## config.mk

```make
export PLATFORM = sky130hd
export DESIGN_NAME = i_buf_writer
export DESIGN_NICKNAME = d
export VERILOG_FILES = /design/src/rtl/i_buf_pkg.sv /design/src/rtl/i_buf_packer.sv /design/src/rtl/i_buf_writer.sv
export SDC_FILE = /design/constraint.sdc
export NUM_CORES = 1
export LEC_CHECK = 0
export CORE_UTILIZATION = 48
export DETAILED_ROUTE_END_ITERATION = 12
export HOLD_SLACK_MARGIN = 0.03
export PLACE_DENSITY = 0.83
export SLEW_MARGIN = 30
export SYNTH_ARGS = -nofsm -noshare
export SYNTH_HDL_FRONTEND = slang
export SYNTH_SLANG_ARGS = --single-unit
```

## constraint.sdc

```tcl
create_clock -name pclk -period 2.2 [get_ports pclk]
set_input_delay 0.33 -clock pclk [delete_from_list [all_inputs] [get_ports pclk]]
set_output_delay 0.33 -clock pclk [all_outputs]
set_load 0.05 [all_outputs]
```

## src/rtl/i_buf_pkg.sv

```systemverilog
// Shared types and constant helpers for the line-buffer writer and its pixel packer.
package i_buf_pkg;

  typedef enum logic [2:0] {
    StIdle,
    StActive,
    StFlush,
    StDone,
    StDrop
  } buf_state_e;

  function automatic int unsigned clog2(input int unsigned n);
    int unsigned r;
    r = 0;
    while ((32'd1 << r) < n) r++;
    return r;
  endfunction

  function automatic int unsigned pixels_per_word(input int unsigned bus_w,
                                                  input int unsigned pix_w);
    return bus_w / pix_w;
  endfunction

  // Never zero, so single-entry indices still get a legal 1-bit vector.
  function automatic int unsigned bank_idx_width(input int unsigned num_banks);
    return (num_banks < 2) ? 1 : clog2(num_banks);
  endfunction

endpackage

```

## src/rtl/i_buf_packer.sv

```systemverilog
// Packs pixels into bus words, first pixel in the top lane; flush emits a zero-padded partial word.
module i_buf_packer
  import i_buf_pkg::*;
#(
  parameter int unsigned PixelWidth = 8,
  parameter int unsigned BusWidth   = 32
) (
  input  logic                  clk_i,
  input  logic                  rst_ni,
  input  logic                  pix_valid_i,
  input  logic [PixelWidth-1:0] pixel_i,
  input  logic                  flush_i,
  output logic [BusWidth-1:0]   word_o,
  output logic                  word_valid_o,
  output logic                  partial_o
);

  localparam int unsigned Ppw   = pixels_per_word(BusWidth, PixelWidth);
  localparam int unsigned LaneW = (Ppw < 2) ? 1 : clog2(Ppw);

  logic [LaneW-1:0]    lane_q, lane_d;
  logic [BusWidth-1:0] shift_q, shift_d, acc;

  always_comb begin
    acc          = (shift_q << PixelWidth) | BusWidth'(pixel_i);
    lane_d       = lane_q;
    shift_d      = shift_q;
    word_o       = '0;
    word_valid_o = 1'b0;
    if (pix_valid_i) begin
      if (lane_q == LaneW'(Ppw - 1)) begin
        word_o       = acc;
        word_valid_o = 1'b1;
        lane_d       = '0;
        shift_d      = '0;
      end else begin
        lane_d  = lane_q + 1'b1;
        shift_d = acc;
      end
    end else if (flush_i && (lane_q != '0)) begin
      // Slide the held pixels up so the unused low lanes read as zero.
      word_o       = shift_q << (PixelWidth * (Ppw - 32'(lane_q)));
      word_valid_o = 1'b1;
      lane_d       = '0;
      shift_d      = '0;
    end
  end

  assign partial_o = (lane_q != '0);

  always_ff @(posedge clk_i or negedge rst_ni) begin
    if (!rst_ni) begin
      lane_q  <= '0;
      shift_q <= '0;
    end else begin
      lane_q  <= lane_d;
      shift_q <= shift_d;
    end
  end

endmodule

```

## src/rtl/i_buf_writer.sv

```systemverilog
// Captures video lines into ring-ordered BRAM banks, raising line/frame pulses and sticky overflow.
module i_buf_writer
  import i_buf_pkg::*;
#(
  parameter int unsigned PIXEL_WIDTH   = 8,
  parameter int unsigned BUS_WIDTH     = 32,
  parameter int unsigned ADDRESS_WIDTH = 32,
  parameter int unsigned LINE_WORDS    = 512,
  parameter int unsigned NUM_BANKS     = 2
) (
  input  logic                                    pclk,
  input  logic                                    reset_n,
  input  logic                                    vsync,
  input  logic                                    vde,
  input  logic [PIXEL_WIDTH-1:0]                  i_data,
  input  logic                                    line_ack,
  output logic                                    we,
  output logic [ADDRESS_WIDTH-1:0]                addr,
  output logic [BUS_WIDTH-1:0]                    o_data,
  output logic                                    line_valid,
  output logic [bank_idx_width(NUM_BANKS)-1:0]    line_bank,
  output logic                                    frame_valid,
  output logic                                    overflow
);

  localparam int unsigned BankW = bank_idx_width(NUM_BANKS);
  localparam int unsigned IdxW  = clog2(LINE_WORDS + 1);
  localparam int unsigned CntW  = clog2(NUM_BANKS + 1);

  buf_state_e               state_q;
  logic [BankW-1:0]         wr_ptr_q, rd_ptr_q, line_bank_q;
  logic [CntW-1:0]          full_count_q;
  logic [IdxW-1:0]          word_idx_q;
  logic                     we_q, line_valid_q, frame_valid_q, overflow_q, vsync_q;
  logic [ADDRESS_WIDTH-1:0] addr_q, wr_addr;
  logic [BUS_WIDTH-1:0]     o_data_q, pk_word;
  logic                     pk_valid, pk_partial, pix_valid, pk_flush;
  logic                     can_start, has_room, ack_ok;

  always_comb begin
    can_start = full_count_q < CntW'(NUM_BANKS);
    has_room  = word_idx_q < IdxW'(LINE_WORDS);
    pix_valid = vde && (((state_q == StIdle) && can_start) ||
                        ((state_q == StActive) && has_room));
    pk_flush  = (state_q == StActive) && !vde && pk_partial;
    // An ack landing with the bank-complete update still counts even from zero.
    ack_ok    = line_ack && ((full_count_q != '0) || (state_q == StFlush));
    wr_addr   = ADDRESS_WIDTH'(wr_ptr_q) * ADDRESS_WIDTH'(LINE_WORDS) +
                ADDRESS_WIDTH'(word_idx_q);
  end

  i_buf_packer #(
    .PixelWidth(PIXEL_WIDTH),
    .BusWidth  (BUS_WIDTH)
  ) u_packer (
    .clk_i       (pclk),
    .rst_ni      (reset_n),
    .pix_valid_i (pix_valid),
    .pixel_i     (i_data),
    .flush_i     (pk_flush),
    .word_o      (pk_word),
    .word_valid_o(pk_valid),
    .partial_o   (pk_partial)
  );

  always_ff @(posedge pclk or negedge reset_n) begin
    if (!reset_n) begin
      state_q       <= StIdle;
      wr_ptr_q      <= '0;
      rd_ptr_q      <= '0;
      line_bank_q   <= '0;
      full_count_q  <= '0;
      word_idx_q    <= '0;
      we_q          <= 1'b0;
      addr_q        <= '0;
      o_data_q      <= '0;
      line_valid_q  <= 1'b0;
      frame_valid_q <= 1'b0;
      overflow_q    <= 1'b0;
      vsync_q       <= 1'b0;
    end else begin
      we_q <= pk_valid;
      if (pk_valid) begin
        addr_q   <= wr_addr;
        o_data_q <= pk_word;
      end
      line_valid_q  <= 1'b0;
      vsync_q       <= vsync;
      frame_valid_q <= vsync && !vsync_q;
      full_count_q  <= full_count_q + CntW'(state_q == StFlush) - CntW'(ack_ok);
      rd_ptr_q      <= rd_ptr_q + BankW'(ack_ok);

      unique case (state_q)
        StIdle: begin
          word_idx_q <= IdxW'(pk_valid);
          if (vde) begin
            if (can_start) begin
              state_q <= StActive;
            end else begin
              state_q    <= StDrop;
              overflow_q <= 1'b1;
            end
          end
        end
        StActive: begin
          if (pk_valid) word_idx_q <= word_idx_q + 1'b1;
          if (vde && !has_room) overflow_q <= 1'b1;
          if (!vde) state_q <= StFlush;
        end
        StFlush: begin
          line_valid_q <= 1'b1;
          line_bank_q  <= wr_ptr_q;
          wr_ptr_q     <= wr_ptr_q + 1'b1;
          if (vde) begin
            state_q    <= StDrop;
            overflow_q <= 1'b1;
          end else begin
            state_q <= StDone;
          end
        end
        StDone: begin
          if (vde) begin
            state_q    <= StDrop;
            overflow_q <= 1'b1;
          end else begin
            state_q <= StIdle;
          end
        end
        StDrop: begin
          if (!vde) state_q <= StIdle;
        end
        default: state_q <= StIdle;
      endcase
    end
  end

  assign we          = we_q;
  assign addr        = addr_q;
  assign o_data      = o_data_q;
  assign line_valid  = line_valid_q;
  assign line_bank   = line_bank_q;
  assign frame_valid = frame_valid_q;
  assign overflow    = overflow_q;

endmodule

```

Word-level counts from Yosys, hierarchy flattened
Index checks and enable logic that the tools add are counted.
{"block": "totals", "memories": 0, "inputBits": 13, "ramBits": 0, "rom_bits": 0, "latchBits": 0, "output_inout_bits": 69, "reg_bits": 120}
{"block": "op_classes", "bitwise_logic": 1, "eq_ne": 12, "shifts": 1, "n_reduce_logical": 24, "mux": 27, "div": 0, "mul": 0, "n_addsub": 7, "magnitude_cmp": 2}
{"cell": "32-bit 2-to-1 mux", "n": 6}
{"cell": "32-bit by 8-bit OR with 32-bit output", "n": 1}
{"cell": "32-bit by 32-bit << shifter with 32-bit output", "n": 1}
{"cell": "10-bit case mux with 2 select lines", "n": 1}
{"cell": "3-bit 2-to-1 mux", "n": 6}
{"cell": "3-bit case mux with 5 select lines", "n": 1}
{"cell": "10-bit by 10-bit adder with 11-bit output", "n": 1}
{"cell": "10-bit by 1-bit adder with 10-bit output (second input constant)", "n": 1}
{"cell": "10-bit less-than comparator (second input constant)", "n": 1}
{"cell": "10-bit 2-to-1 mux", "n": 1}
{"cell": "2-bit inequality test (second input constant)", "n": 5}
{"cell": "1-bit logical AND", "n": 9}
{"cell": "1-bit 2-to-1 mux", "n": 8}
{"cell": "2-bit nonzero test", "n": 4}
{"cell": "3-bit by 2-bit equality test with 1-bit output (second input constant)", "n": 2}
{"cell": "2-bit 2-to-1 mux", "n": 3}
{"cell": "5-bit AND reduction", "n": 1}
{"cell": "2-bit by 1-bit inequality test with 1-bit output (second input constant)", "n": 2}
{"cell": "3-bit by 2-bit subtractor with 4-bit output (first input constant)", "n": 1}
{"cell": "3-bit by 1-bit equality test with 1-bit output (second input constant)", "n": 1}
{"cell": "3-bit equality test (second input constant)", "n": 1}
{"cell": "1-bit zero test", "n": 3}
{"cell": "3-bit zero test", "n": 1}
{"cell": "1-bit case mux with 3 select lines", "n": 1}
{"cell": "11 further kinds", "n": 12}

Depth between registers and ports, before layout
{"block": "depth", "depth_word": 8, "ltp_mapped": 10, "mapped_depth_nobuf": 8}

Cells and area by module
A second synthesis with hierarchy kept.
{"block": "unflattened", "cells_unflattened": 388, "hier_area_um2": 4734.5}
{"module": "i_buf_writer", "area_each_um2": 2825.2, "n_inst": 1, "cells_each": 217, "seq_area_each_um2": 1626.6}
{"module": "i_buf_packer", "area_each_um2": 1909.3, "n_inst": 1, "cells_each": 171, "seq_area_each_um2": 850.8}

Least setup slack after synthesis
No wires, ideal clock.
{"block": "synth_path", "path_type": "reg2reg", "startpoint": "register u_packer.lane_q[0]", "endpoint": "register o_data_q[22], in the netlist o_data[22]", "t_required_ns": 2.074, "path_slack_ns": -0.220, "arrival_time_ns": 2.294, "path_stages_with_launch": 11, "setup_time_ns": 0.126, "cell_sequence": "dfrtp_1 > clkbuf_1 > buf_2 > inv_2 > ha_1 > buf_2 > buf_2 > mux2_2 > a22oi_1 > nor2_1 > a221o_1"}
{"block": "synth_via", "elab_chain_cells": 5}
{"item": "from (decl)", "line_no": "i_buf_packer.sv:21", "source": "logic [LaneW-1:0] lane_q, lane_d;"}
{"item": "from (signal assigned)", "line_no": "i_buf_packer.sv:56", "source": "lane_q <= lane_d;"}
{"item": "parallel branches: the longest is 5 deep, another holds 3-bit by 2-bit subtractor with 4-bit output"}
{"item": "to (signal assigned)", "line_no": "i_buf_writer.sv:85", "source": "o_data_q <= pk_word;"}
{"item": "to (decl)", "line_no": "i_buf_writer.sv:36", "source": "logic [BUS_WIDTH-1:0] o_data_q, pk_word;"}
Several ways; the timed one is not identified.
A chain may end at the register's enable or synchronous reset.

Worst setup path in the final report
{"block": "layout_path", "startpoint": "register u_packer.lane_q[0]", "endpoint": "register addr_q[9], in the netlist addr[9]"}
{"block": "layout_via", "elab_chain_cells": 5}
{"item": "2-bit nonzero test", "line_no": "i_buf_packer.sv:40, i_buf_packer.sv:49"}
{"item": "1-bit logical AND", "line_no": "i_buf_writer.sv:45", "source": "pk_flush = (state_q == StActive) && !vde && pk_partial;"}
{"item": "1-bit logical AND", "line_no": "i_buf_packer.sv:40", "source": "end else if (flush_i && (lane_q != '0)) begin"}
{"item": "1-bit 2-to-1 mux", "line_no": "i_buf_packer.sv:40"}
{"item": "1-bit 2-to-1 mux (*)", "line_no": "i_buf_packer.sv:30", "source": "if (pix_valid_i) begin"}
{"item": "named net pk_valid", "line_no": "i_buf_writer.sv:37", "source": "logic pk_valid, pk_partial, pix_valid, pk_flush;"}
{"item": "to (signal assigned)", "line_no": "i_buf_writer.sv:84", "source": "addr_q <= wr_addr;"}
{"item": "to (decl)", "line_no": "i_buf_writer.sv:35", "source": "logic [ADDRESS_WIDTH-1:0] addr_q, wr_addr;"}
Mark *: on every way through the listed nets, which the timed path passes. The rest lies on a longest branch.

==> metrics.txt <==
# TYPE chip_impl_metric gauge
chip_impl_info{name="path_delay_family",value="simple AND/OR/NAND/NOR gates"} 1
chip_impl_metric{name="floorplan.initialDensity",unit=""} 0.494
chip_impl_metric{name="clock_insertion_delay_worst_skew",unit="ns"} 0.36
chip_impl_info{name="crit_slowest_cell",value="dfrtp_1"} 1
chip_impl_metric{name="post_synth_edffs",unit=""} 0
chip_impl_metric{name="route.layer.met1.wl",unit="mm"} 4.61
chip_impl_info{name="grt_setup_unrepaired",value="no"} 1
chip_impl_metric{name="ff2ff_setup_slack",unit="ns"} 0.22
chip_impl_info{name="synth_top_cell_by_area",value="dfrtp_1"} 1
chip_impl_metric{name="dpl_cell_area",unit="um^2"} 5580
chip_impl_metric{name="syn_warnings",unit=""} 0
chip_impl_metric{name="final.setup_skew",unit="ns"} 0.0142
chip_impl_metric{name="tritoncts_num_sinks",unit=""} 99
chip_impl_metric{name="clkTransAtPathRegs",unit="ns"} 0.10
chip_impl_metric{name="core_area",unit="um^2"} 9770
chip_impl_info{name="run_status",value="completed"} 1
chip_impl_metric{name="via_count_of_the_first_global_routing_pass",unit=""} 3683
chip_impl_metric{name="drt-pass1-iter-count",unit=""} 5
chip_impl_info{name="hp-class",value="input pin to asynchronous set/reset pin"} 1
chip_impl_metric{name="share_comb_of_total_power",unit=""} 0.520
chip_impl_metric{name="vias",unit=""} 3705
chip_impl_info{name="synthMostInstantiatedCell",value="dfrtp_1"} 1
chip_impl_metric{name="final_layout_size_suffix_gt1_frac",unit=""} 0.136
chip_impl_metric{name="async_set_or_reset_register_ratio_after_synthesis",unit=""} 1.00
chip_impl_metric{name="route.detailed.vias_per_inst",unit=""} 5.99
chip_impl_metric{name="fp.dieW",unit="um"} 102
chip_impl_metric{name="seq_area_frac_synth",unit=""} 0.513
chip_impl_info{name="synth_common_cells",value="dfrtp_1, a221o_1, a22o_1"} 1
chip_impl_info{name="critical_path_class",value="flop to flop"} 1
chip_impl_metric{name="synthesis.area",unit="um^2"} 4830
chip_impl_info{name="ys_top_cells_by_area",value="dfrtp_1, a221o_1, a22o_1"} 1
chip_impl_metric{name="detail_route.wl_per_cell",unit="um"} 17.6
chip_impl_metric{name="period_share",unit=""} 0.898
chip_impl_metric{name="diode_insertion_count_for_antenna_repair",unit=""} 0
chip_impl_metric{name="arrival_time_worst_endpoint",unit="ns"} 2.23
chip_impl_metric{name="met3_wirelength",unit="um"} 574
chip_impl_metric{name="nNetsFinal",unit=""} 500
chip_impl_metric{name="rr_worst_depth",unit=""} 7
chip_impl_metric{name="power_leakage",unit="nW"} 2.55
chip_impl_info{name="postSynth.topFlopCell",value="dfrtp_1"} 1
chip_impl_metric{name="globalRouteTotalUtil",unit=""} 0.224
chip_impl_metric{name="intPower",unit="mW"} 4.76
chip_impl_metric{name="netSwitchingPower",unit="mW"} 3.96
chip_impl_metric{name="vdd.ir_drop.worst",unit="mV"} 0.754
chip_impl_metric{name="post_synth_inst_count",unit=""} 424
chip_impl_metric{name="synthesis_to_finish_area_growth",unit="%"} 20.3
chip_impl_metric{name="multi_input_comb_area",unit="um^2"} 2060
chip_impl_metric{name="post-cts-setup-buffer-count",unit=""} 0
chip_impl_metric{name="regArea",unit="um^2"} 2480
chip_impl_metric{name="crit_fanout",unit=""} 14
chip_impl_info{name="crit_chain",value="inv_2, ha_1, nor4_4, and2_1, nor2_4, inv_1, mux2_2"} 1
chip_impl_metric{name="p_clk_frac",unit=""} 0.139
chip_impl_metric{name="die-height",unit="um"} 102
chip_impl_metric{name="pin_count",unit=""} 82
chip_impl_metric{name="overflow",unit=""} 0
chip_impl_info{name="worst_r2r_endpoint",value="addr[9]$_DFFE_PN0P_"} 1
chip_impl_metric{name="fin_tns_setup",unit="ns"} 0
chip_impl_metric{name="slew-limit-headroom",unit=""} 0.655
chip_impl_metric{name="final_cell_area",unit="um^2"} 5810
chip_impl_metric{name="dieArea",unit="um^2"} 10500
chip_impl_metric{name="dp.final_hpwl",unit="mm"} 7.20
chip_impl_metric{name="fp-row-count",unit=""} 36
chip_impl_metric{name="routed_wl",unit="mm"} 10.9
chip_impl_metric{name="synth_largest_type_area_fraction",unit=""} 0.513
chip_impl_info{name="critical_path.startpoint_type",value="flop"} 1
chip_impl_metric{name="tritoncts_buffers",unit=""} 9
chip_impl_metric{name="synth.ff_latch_count",unit=""} 99
chip_impl_metric{name="wl_met2",unit="mm"} 5.57
chip_impl_metric{name="grt_start_max_net_pins",unit=""} 57
chip_impl_metric{name="final.min_clock_period",unit="ns"} 1.98
chip_impl_info{name="setup.worst_path.end_class",value="flop"} 1
chip_impl_metric{name="final-setup-viol-count",unit=""} 0
chip_impl_metric{name="drv.max_cap_violation_count",unit=""} 0
chip_impl_metric{name="cellPowerDensity",unit="nW/um^2"} 1500
chip_impl_metric{name="timing_worst_slew_pin_value",unit="ns"} 0.515
chip_impl_metric{name="syn_area_per_cell",unit="um^2"} 11.4
chip_impl_metric{name="route.detailed.drc",unit=""} 0
chip_impl_metric{name="seqPwrFrac",unit=""} 0.342
chip_impl_metric{name="htree_levels",unit=""} 3
chip_impl_metric{name="grt_pass1_wl",unit="mm"} 18.2
chip_impl_metric{name="count_of_antenna_violating_nets_left_after_detailed_routing",unit=""} 0
chip_impl_metric{name="hold_violations",unit=""} 0
chip_impl_metric{name="clock_tree.buffer_depth",unit=""} 2
chip_impl_info{name="ctsRootBufferMaster",value="clkbuf_8"} 1
chip_impl_metric{name="detailedRoute.firstIterationViolations",unit=""} 293
chip_impl_info{name="topRoutingLayerUsed",value="met4"} 1
chip_impl_metric{name="port_buffer_count",unit=""} 60
chip_impl_metric{name="switching_share",unit=""} 0.454
chip_impl_metric{name="critPathBufInv",unit=""} 2
chip_impl_metric{name="antenna_found_initial",unit=""} 0
chip_impl_info{name="tritoncts",value="built"} 1
chip_impl_metric{name="peak_per_stage_delay_on_the_critical_path",unit="ns"} 0.42
chip_impl_metric{name="slew_violations",unit=""} 0
chip_impl_metric{name="critical_path_required",unit="ns"} 2.45
chip_impl_metric{name="post_synthesis_cell_type_count",unit=""} 49
chip_impl_metric{name="routabilityCongestion",unit=""} 0.853
chip_impl_info{name="crit-reg2reg-launch",value="u_packer.lane_q[0]$_DFFE_PN0P_"} 1
chip_impl_metric{name="fillCellCount",unit=""} 804
chip_impl_metric{name="fmaxAchievable",unit="MHz"} 506
-- worst max path at each step --
stage	from	end	slack, ns	depth (start not counted)
3_3_place_gp	vde	addr[10]$_DFFE_PN0P_	0.08	6
2_1_floorplan	u_packer.lane_q[0]$_DFFE_PN0P_	o_data[29]$_DFFE_PN0P_	0.02	10
5_1_grt	u_packer.lane_q[0]$_DFFE_PN0P_	addr[9]$_DFFE_PN0P_	0.11	7
6_report	u_packer.lane_q[0]$_DFFE_PN0P_	addr[9]$_DFFE_PN0P_	0.22	7
4_1_cts	u_packer.lane_q[0]$_DFFE_PN0P_	o_data[18]$_DFFE_PN0P_	0.13	7
3_5_place_dp	vde	addr[10]$_DFFE_PN0P_	0.001	6
-- state kept, by name, summed over array words and instances, names as in the netlist, 2 cells and up --
register          flops
u_packer.shift_q     32
addr                 11
o_data               32
word_idx_q           10
full_count_q          2
state_q               3
u_packer.lane_q       2
-- metal layers --
layer | up-vias | global-route usage
met5 | - | 0
met2 | 127 | 0.373
met1 | 1887 | 0.295
li1 | 1679 | -
met3 | 12 | 0.0465
met4 | 0 | 0.0714
-- power groups by stage --
stage	sequential [mW]	clock [mW]	combinational, mW
finish	2.98	1.21	4.53
global route	3.06	1.30	4.84
CTS	2.97	1.24	4.54
detailed placement	3.01	0	4.52
global placement	2.99	0	4.39
floorplan	3.82	0	2.33
-- stage by stage --
step | setup slack, ns | power, mW | utilization | std cells | hold slack [ns]
3_3_place_gp | 0.0818 | 7.38 | 0.571 | 602 | 0.223
2_1_floorplan | 0.0150 | 6.15 | - | 444 | 0.0344
3_5_place_dp | 0.00112 | 7.53 | 0.571 | 602 | 0.227
6_report | 0.224 | 8.73 | 0.594 | 619 | 0.379
4_1_cts | 0.130 | 8.75 | 0.594 | 619 | 0.364
5_1_grt | 0.107 | 9.20 | 0.594 | 619 | 0.411
-- placed cells by master (no fill, tap or decap), drive strengths merged, types with 8 or more instances in the layout --
master         synthesis  routed
inv                   11      13
clkbuf                12      10
clkdlybuf4s50          0      59
a21oi                  9       9
conb                   1      21
a22oi                  8       8
and3                   9       9
a22o                  33      33
dfrtp                 99      99
mux2                  18      18
nor2                  19      19
buf                   46      24
a221o                 33      33
nor3                  14      14
nand2                 17      17
nor2b                 11      11
mux2i                 10      10
a211oi                20      20
-- area by class of cell --
cell class                 instances  area share
sequential                        99       0.427
clock buffer                      10      0.0237
tap                              133      0.0287
timing repair buffer              84       0.147
inverter                          11     0.00711
multi-input combinational        276       0.354
clock inverter                     6      0.0123
-- kinds of logic after synthesis --
| group | synth area share |
|---|---|
| AOI/OAI and AO/OA | 0.222 |
| DFF | 0.513 |
| and+or+nand+nor | 0.0988 |
| buffers and inverters | 0.0791 |
| muxes | 0.0635 |
| adders and majority gates | 0.0156 |
| xor gates and xnor gates | 0.00726 |
| other | 0.000777 |
-- timing repair --
| item | 4_1_cts | 5_1_grt |
|---|---|---|
| endpoints found under the setup margin | 0 | 1 |
| hold endpoints to repair | 18 | 0 |
| gates resized for setup | 0 | 1 |
| hold buffers | 1 | 0 |
No activity file was read; power rests on OpenSTA's default activity.
